**config.mk**
```make
export PLATFORM = sky130hd
export DESIGN_NAME = adr_bus_arbiter
export DESIGN_NICKNAME = d
export VERILOG_FILES = /design/src/rtl/adr_arb_pkg.sv /design/src/rtl/adr_bus_arbiter_rr_pick.sv /design/src/rtl/adr_bus_arbiter.sv
export SDC_FILE = /design/constraint.sdc
export NUM_CORES = 1
export LEC_CHECK = 0
export ABC_AREA = 0
export CAP_MARGIN = 10
export CORE_MARGIN = 4
export CORE_UTILIZATION = 40
export DETAILED_ROUTE_END_ITERATION = 7
export GPL_TIMING_DRIVEN = 0
export HOLD_SLACK_MARGIN = 0.08
export PLACE_DENSITY_LB_ADDON = 0.08
export SLEW_MARGIN = 15
export SYNTH_ARGS = -nofsm -noshare
export SYNTH_HDL_FRONTEND = slang
export SYNTH_HIERARCHICAL = 1
export SYNTH_SLANG_ARGS = --single-unit
```
**constraint.sdc**
```tcl
create_clock -name clk -period 3.95 [get_ports clk]
set_input_delay 0.79 -clock clk [delete_from_list [all_inputs] [get_ports clk]]
set_output_delay 0.79 -clock clk [all_outputs]
set_load 0.02 [all_outputs]
```
**src/rtl/adr_arb_pkg.sv**
```systemverilog
`default_nettype none
// ============================================================================
// Module   : adr_arb_pkg
// Purpose  : Shared definitions for the address-bus arbiter: FSM state
//            encodings, default parameter values and the pointer-width helper.
// Ports    : none (package)
// Revision : 1.0 - initial release
// ============================================================================
package adr_arb_pkg;

  localparam int NREQ_DEF    = 4;
  localparam int AW_DEF      = 4;
  localparam int TMO_CYC_DEF = 15;

  // FSM encoding
  localparam logic [0:0] ST_IDLE = 1'b0;
  localparam logic [0:0] ST_OWN  = 1'b1;

  // Width of a requester index / round-robin pointer; never narrower than 1
  function automatic int ptr_w(input int n);
    return (n > 1) ? $clog2(n) : 1;
  endfunction

endpackage
`default_nettype wire

```
**src/rtl/adr_bus_arbiter_rr_pick.sv**
```systemverilog
`default_nettype none
// ============================================================================
// Module   : rr_pick
// Purpose  : Combinational round-robin pick. Searches req starting at index
//            rr_ptr and wrapping, returning the first set bit.
// Ports    : req     [NREQ-1:0] requests
//            rr_ptr  [PW-1:0]   search start index
//            win     [NREQ-1:0] one-hot winner (zero when req is zero)
//            win_idx [PW-1:0]   winner index (zero when req is zero)
// Revision : 1.0 - initial release
// ============================================================================
module rr_pick
  import adr_arb_pkg::*;
#(
  parameter int NREQ = NREQ_DEF,
  parameter int PW   = ptr_w(NREQ_DEF)
) (
  input  logic [NREQ-1:0] req,
  input  logic [PW-1:0]   rr_ptr,
  output logic [NREQ-1:0] win,
  output logic [PW-1:0]   win_idx
);

  always_comb begin : p_pick
    logic          w_found;
    logic [PW-1:0] w_j;
    win     = '0;
    win_idx = '0;
    w_found = 1'b0;
    w_j     = '0;
    for (int k = 0; k < NREQ; k++) begin
      // Candidate k positions after the pointer, wrapped into range
      w_j = PW'((int'(rr_ptr) + k) % NREQ);
      if (!w_found && req[w_j]) begin
        w_found = 1'b1;
        win[w_j] = 1'b1;
        win_idx  = w_j;
      end
    end
  end

endmodule
`default_nettype wire

```
**src/rtl/adr_bus_arbiter.sv**
```systemverilog
`default_nettype none
// ============================================================================
// Module   : adr_bus_arbiter
// Purpose  : Round-robin arbiter granting one of NREQ requesters ownership of
//            a shared address bus for a burst of beats.
// Ports    : clk, rst_n (async, active-low)
//            req[NREQ]        level requests
//            req_adr[NREQ*AW] per-requester address, slice i = [i*AW +: AW]
//            req_last[NREQ]   current beat of requester i is its last
//            gnt[NREQ]        registered one-hot grant
//            adr[AW], adr_vld shared bus toward the consumer
//            adr_rdy          consumer accepts the beat
//            busy             a grant is held
//            tmo_err          one-cycle pulse on forced release
// Options  : ADR_BUS_ARBITER_TIMEOUT_EN - builds the stall watchdog that forces
//            a release after TMO_CYC consecutive stalled cycles; otherwise
//            tmo_err is tied low.
// Revision : 1.0 - initial release
// ============================================================================
module adr_bus_arbiter
  import adr_arb_pkg::*;
#(
  parameter int NREQ    = NREQ_DEF,
  parameter int AW      = AW_DEF,
  parameter int TMO_CYC = TMO_CYC_DEF
) (
  input  logic               clk,
  input  logic               rst_n,
  input  logic [NREQ-1:0]    req,
  input  logic [NREQ*AW-1:0] req_adr,
  input  logic [NREQ-1:0]    req_last,
  output logic [NREQ-1:0]    gnt,
  output logic [AW-1:0]      adr,
  output logic               adr_vld,
  input  logic               adr_rdy,
  output logic               busy,
  output logic               tmo_err
);

  localparam int PW = ptr_w(NREQ);

  logic [0:0]      r_state;
  logic [NREQ-1:0] r_gnt;
  logic [PW-1:0]   r_owner;
  logic [PW-1:0]   r_rr_ptr;

  logic [NREQ-1:0] w_win;
  logic [PW-1:0]   w_win_idx;
  logic            w_own;
  logic            w_own_req;
  logic            w_xfer;
  logic            w_tmo;
  logic            w_release;
  logic [PW-1:0]   w_next_ptr;

  rr_pick #(
    .NREQ (NREQ),
    .PW   (PW)
  ) u_rr_pick (
    .req     (req),
    .rr_ptr  (r_rr_ptr),
    .win     (w_win),
    .win_idx (w_win_idx)
  );

  assign w_own     = (r_state == ST_OWN);
  assign w_own_req = req[r_owner];
  assign adr_vld   = w_own & w_own_req;
  assign adr       = w_own ? req_adr[r_owner*AW +: AW] : '0;
  assign w_xfer    = adr_vld & adr_rdy;

  // Leave OWN on the last accepted beat, when the owner withdraws, or on timeout
  assign w_release = w_own & ((w_xfer & req_last[r_owner]) | ~w_own_req | w_tmo);

  assign w_next_ptr = (r_owner == PW'(NREQ - 1)) ? '0 : r_owner + 1'b1;

`ifdef ADR_BUS_ARBITER_TIMEOUT_EN
  localparam int CW = $clog2(TMO_CYC + 1);

  logic [CW-1:0] r_stall;
  logic          w_stall;

  assign w_stall = adr_vld & ~adr_rdy;
  // Fires during the TMO_CYC-th consecutive stalled cycle
  assign w_tmo   = w_stall && (r_stall == CW'(TMO_CYC - 1));

  always_ff @(posedge clk or negedge rst_n) begin
    if (!rst_n) begin
      r_stall <= '0;
    end else if (w_stall && !w_tmo) begin
      r_stall <= r_stall + 1'b1;
    end else begin
      r_stall <= '0;
    end
  end
`else
  // Watchdog not built; TMO_CYC stays in the parameter list for compatibility
  assign w_tmo = (TMO_CYC < 0);
`endif

  assign tmo_err = w_tmo;

  always_ff @(posedge clk or negedge rst_n) begin
    if (!rst_n) begin
      r_state  <= ST_IDLE;
      r_gnt    <= '0;
      r_owner  <= '0;
      r_rr_ptr <= '0;
    end else begin
      case (r_state)
        ST_IDLE: begin
          if (|req) begin
            r_state <= ST_OWN;
            r_gnt   <= w_win;
            r_owner <= w_win_idx;
          end
        end
        ST_OWN: begin
          // New requests are ignored here; they are arbitrated back in IDLE
          if (w_release) begin
            r_state  <= ST_IDLE;
            r_gnt    <= '0;
            r_rr_ptr <= w_next_ptr;
          end
        end
        default: begin
          r_state <= ST_IDLE;
          r_gnt   <= '0;
        end
      endcase
    end
  end

  assign gnt  = r_gnt;
  assign busy = w_own;

endmodule
`default_nettype wire
```
# Word level (Yosys, flattened, before mapping)
# Index checks and enable logic that the tools add are counted.
totals:
  regBits: 9
op_classes:
  add_sub_neg: 4
  n_lt_le_gt_ge: 9
  eq_ne: 3
  shift: 1
  muxes: 39
  n_bitwise: 10
  n_reduce_logical: 14
ops:
  columns: ["op", "count"]
  rows:
  - ["$mux W4", 7]
  - ["$shiftx A16 B5 Y4", 1]
  - ["$lt A2 B3 Y1 const B", 5]
  - ["$mux W1", 15]
  - ["$bmux W1 S2", 6]
  - ["$or A4 B4 Y4", 3]
  - ["$mux W2", 5]
  - ["$demux W1 S2", 4]
  - ["$ge A2 B1 Y1 const B", 4]
  - ["$pmux W4 S2", 1]
  - ["$logic_and A1 B1 Y1", 7]
  - ["$reduce_and A2 Y1", 3]
  - ["$add A2 B1 Y2 const B", 2]
  - ["$add A2 B2 Y2 const B", 2]
  - ["$and A1 B1 Y1", 4]
  - ["$reduce_or A4 Y1", 1]
  - ["$logic_not A1 Y1", 3]
  - ["$eq A2 B2 Y1 const B", 1]
  - ["$ne A2 B1 Y1 const B", 1]
  - ["$ne A2 B2 Y1 const B", 1]
  - ["$not A1 Y1", 2]
  - ["$pmux W1 S2", 1]
  - ["$or A1 B1 Y1", 1]

# Logic depth before layout (Yosys ltp)
# Gate-level depths: netlist (run 1).
logic_depth:
  depth_word: 14
  mapped_depth: 10
  depth_no_buf: 8

# Modules after synthesis
# The synthesis (run 1) kept the hierarchy.
modules_own_cells:
  columns: ["mod", "n_inst", "cells_per_inst", "area_each_um2", "seq_area_each_um2"]
  rows:
  - ["adr_bus_arbiter", 1, 59, 620.6, 225.2]
  - ["rr_pick", 1, 65, 489.2, 0.0]

# Worst setup path after synthesis (run 1)
# OpenSTA, ideal clock, no wires.
synth_timing:
  path_type: "in2out"
  from: "input req_adr[4]"
  to: "output adr[0]"
  t_arrival_ns: 1.480
  slack_ns: 1.680
  path_stages: 2
  cell_sequence: "mux4_1 and2_1"
synth_between:
  elab_chain_len: 2
synth_rtl:
  columns: ["item", "line_no", "rtl"]
  rows:
  - ["from (decl)", "adr_bus_arbiter.sv:30", "input logic [NREQ*AW-1:0] req_adr,"]
  - ["$shiftx A16 B5 Y4", "adr_bus_arbiter.sv:69", "assign adr = w_own ? req_adr[r_owner*AW +: AW] : '0;"]
  - ["$mux W4", "adr_bus_arbiter.sv:69", null]
  - ["to (decl)", "adr_bus_arbiter.sv:33", "output logic [AW-1:0] adr,"]
# No other way between the ends.

# Worst setup path after layout (run 1)
layout_timing:
  from: "input req[3]"
  to: "output adr_vld"
layout_between:
  elab_chain_len: 3
layout_rtl:
  columns: ["item", "line_no", "rtl"]
  rows:
  - ["from (decl)", "adr_bus_arbiter.sv:29", "input logic [NREQ-1:0] req,"]
  - ["$bmux W1 S2", "adr_bus_arbiter.sv:67", "assign w_own_req = req[r_owner];"]
  - ["$mux W1 (not written as such)", "adr_bus_arbiter.sv:67", null]
  - ["$and A1 B1 Y1", "adr_bus_arbiter.sv:68", "assign adr_vld = w_own & w_own_req;"]
  - ["to (decl)", "adr_bus_arbiter.sv:34", "output logic adr_vld,"]
# No other way between the ends. The select of a mux whose other input is x is not followed.

==> results.yml, run 1 <==
grt:
  use_met3: 0.0298
  grt.total_usage: 0.168
  grt_util_met2: 0.299
  gr-total-overflow: 0
  antenna_found_initial: 0
  grt_max_degree: 11
  gr-usage-met1: 0.212
  grt_pass1_wl_mm: 4.79
  gr-max-usage-layer: "met2"
  first_global_vias: 1040
setup_path:
  r2r_cells: 9
  max_stage_delay_ns: 0.53
  path_cells: "clkdlybuf4s50_1, mux4_2, inv_2, nor2_1, clkdlybuf4s50_1"
  path_common_cell: "clkdlybuf4s50_1"
  crit_path_max_fanout: 4
  worstSetupEndpointType: "output port"
  crit_end: "adr_vld"
  cp.required_ns: 3.16
  critPathLaunch: "req[3]"
  cp.arrival_ns: 2.42
  r2r_setup_slack_ns: 1.35
  critPathKind: "input pin to output port"
  r2r-start: "r_rr_ptr[0]$_DFFE_PN0P_"
  slowest_stage: "clkdlybuf4s50_1"
  r2r_end: "gnt[2]$_DFFE_PN0P_"
  critPathLaunchType: "input pin"
clock_network:
  cts_tree: "built"
  clock-sinks: 9
  ctsLongestPathBuffers: 2
  cts_root_buf: "clkbuf_4"
  clock_latency_ns: 0.25
  clkTransAtPathRegs_ns: 0.05
  post-cts-setup-buffers: 0
  numCtsBuffers: 3
  cts.repair.resized: 0
  htreeDepth: 1
  holdBufCountCts: 0
final_layout:
  insertedDiodeCount: 0
  nNetsFinal: 198
  drive_gt1_frac: 0.177
  syn_to_final_growth_pct: 38.2
drt:
  wirelength_mm: 2.78
  wl_per_cell_um: 14.3
  drt-pass1-iter-count: 4
  num_vias: 1041
  ant_nets: 0
  drc: 0
  via_per_inst: 5.37
  dr.first_iter.drc_count: 31
job:
  max_cap_viol_count: 0
synth:
  ys_seq_elements: 9
  synth.yosys.warnings: 6
  synth_cell_type_count: 40
  avgSynthCellArea_um2: 8.95
  synth_area_um2: 1110
  yosysTopAreaCellShare: 0.203
  ys_top_cells_by_count: "nand2_1, o21ai_0, dfrtp_1"
  synth_seq_area_share: 0.203
  synth_top_cell_by_area: "dfrtp_1"
  syn-num-nets: 157
  async_flop_share: 1.00
  synthFlopType: "dfrtp_1"
  synthTopCellsByArea: "dfrtp_1, mux4_1, mux4_2"
  synth_edf_count: 0
  netlist_instances: 124
  yosysMostFrequentCell: "nand2_1"
floorplan:
  io_pins: 38
  initial_utilization: 0.432
  die_h_um: 60.7
  die-area_um2: 3680
  rows: 18
  core_um2: 2570
  die_w_um: 60.7
place:
  port_buffers: 36
  routabilityCongestion: 0.811
  hpwlAfterDp_mm: 2.23
pwr:
  powerDensity_nw_per_um2: 693
  ir_drop_mv: 0.474
  power_mw: 1.06
  p_leak_nw: 0.653
timing:
  post-route-period-util: 0.812
  rsz0062_at_grt: "no"
  finalClockSkew_ns: 0.00482
  fin_crit_ns: 3.21
  max_freq_ghz: 0.312
  hold_viol_final: 0
  drv_slew: 0
  worst_pin_slew_ns: 0.716
  hold-worst-slack_ns: 0.521
  slew_headroom: 0.518
  finalSetupTns_ns: 0
  setup_viol: 0
status:
  outcome: "finished, final reports clean"
worst_hold_path:
  hold_path.class: "flop to flop"
## placed cells by master (no fill, tap or decap), types with 2 or more instances in the layout
master	netlist	final
inv_1	4	4
clkbuf_4	0	3
ha_1	6	6
o21ai_0	12	12
dfrtp_1	9	9
mux2i_1	4	4
buf_2	3	3
a221o_2	4	4
nor2_1	6	6
and3b_1	2	2
clkbuf_1	2	3
mux2_4	2	2
mux4_1	4	4
and2_1	4	4
clkdlybuf4s50_1	0	36
buf_6	2	2
nand2_1	24	24
nor3b_1	2	2
mux4_2	4	4
nand2b_1	2	2
a31oi_1	2	2
or2_2	2	2
o31ai_1	2	2
clkbuf_2	4	4
## area by class of cell
cell class                 instances  area, um^2
fill                             254        1030
multi-input combinational         98         793
timing repair buffer              36         360
sequential                         9         225
buffer                            12        72.6
tap                               30        37.5
clock buffer                       4        26.3
inverter                           5        18.8
## per-layer routing
metal / up-vias / part of all wire
met5: - / 0
met4: 0 / 0.0050
met3: 2 / 0.036
met2: 14 / 0.52
met1: 498 / 0.44
li1: 527 / -
## worst min path at each step
stage	slack, ns	to	cells past startpoint	startpoint
after floorplan	0.49	busy$_DFF_PN0_	0	rst_n
after global placement	0.51	gnt[3]$_DFFE_PN0P_	2	gnt[3]$_DFFE_PN0P_
after detailed placement	0.52	gnt[3]$_DFFE_PN0P_	2	gnt[3]$_DFFE_PN0P_
after CTS	0.53	gnt[3]$_DFFE_PN0P_	2	gnt[3]$_DFFE_PN0P_
after global routing	0.57	gnt[2]$_DFFE_PN0P_	2	gnt[2]$_DFFE_PN0P_
final	0.52	gnt[3]$_DFFE_PN0P_	2	gnt[3]$_DFFE_PN0P_
## kinds of logic (layout without fill, tap and decap cells)
| family | count (synthesis) | count (layout) | synth area share |
|---|---|---|---|
| multiplexers | 14 | 14 | 0.239 |
| flip-flops | 9 | 9 | 0.203 |
| AO/OA/AOI/OAI | 28 | 28 | 0.182 |
| buffers and inverters | 17 | 57 | 0.0823 |
| AND/OR/NAND/NOR | 49 | 49 | 0.223 |
| other | 1 | 1 | 0.00338 |
| adder cells (fa/ha/maj) | 6 | 6 | 0.0676 |
## stage by stage
stage | cell area [um^2] | instances | util | worst slack (ns)
2_1_floorplan | 1110 | 124 | - | 1.68
3_3_place_gp | 1510 | 190 | 0.587 | 0.741
3_5_place_dp | 1510 | 190 | 0.587 | 0.738
4_1_cts | 1530 | 194 | 0.597 | 0.732
5_1_grt | 1530 | 194 | 0.597 | 0.671
6_report | 1530 | 194 | 0.597 | 0.742
## flip-flops by register name, summed over array words and instances (netlist names)
register / flops
r_owner: 2
busy: 1
gnt: 4
r_rr_ptr: 2
## power breakdown
| part | switching (mW) | internal (mW) | total, mW |
|---|---|---|---|
| clock | 0.0287 | 0.0387 | 0.0674 |
| sequential | 0.0317 | 0.132 | 0.163 |
| combinational | 0.412 | 0.420 | 0.832 |
## worst max-delay path, delay by kind of cell
family / cells / cell delay (ns)
buffers and inverters: 3 / 1.09
multiplexers: 1 / 0.50
AND/OR/NAND/NOR: 1 / 0.04
No activity file was read; power rests on OpenSTA's default activity.
==> inputs of run 2 (changes only) <==
==> constraint.sdc (replaced) <==
create_clock -name clk -period 3.3 [get_ports clk]
set_input_delay 0.66 -clock clk [delete_from_list [all_inputs] [get_ports clk]]
set_output_delay 0.66 -clock clk [all_outputs]
set_load 0.02 [all_outputs]
==> results of run 2 <==
Same layout as run 1 (identical final DEF). Status: finished, final reports clean.
Main changes from that run: setup slack after placement 0.738 ns -> 0.348 ns; setup slack after layout 0.742 ns -> 0.352 ns; register-to-register setup slack 1.35 ns -> 0.70 ns; total power 1.06 mW -> 1.27 mW; worst IR drop on VDD 0.474 mV -> 0.567 mV
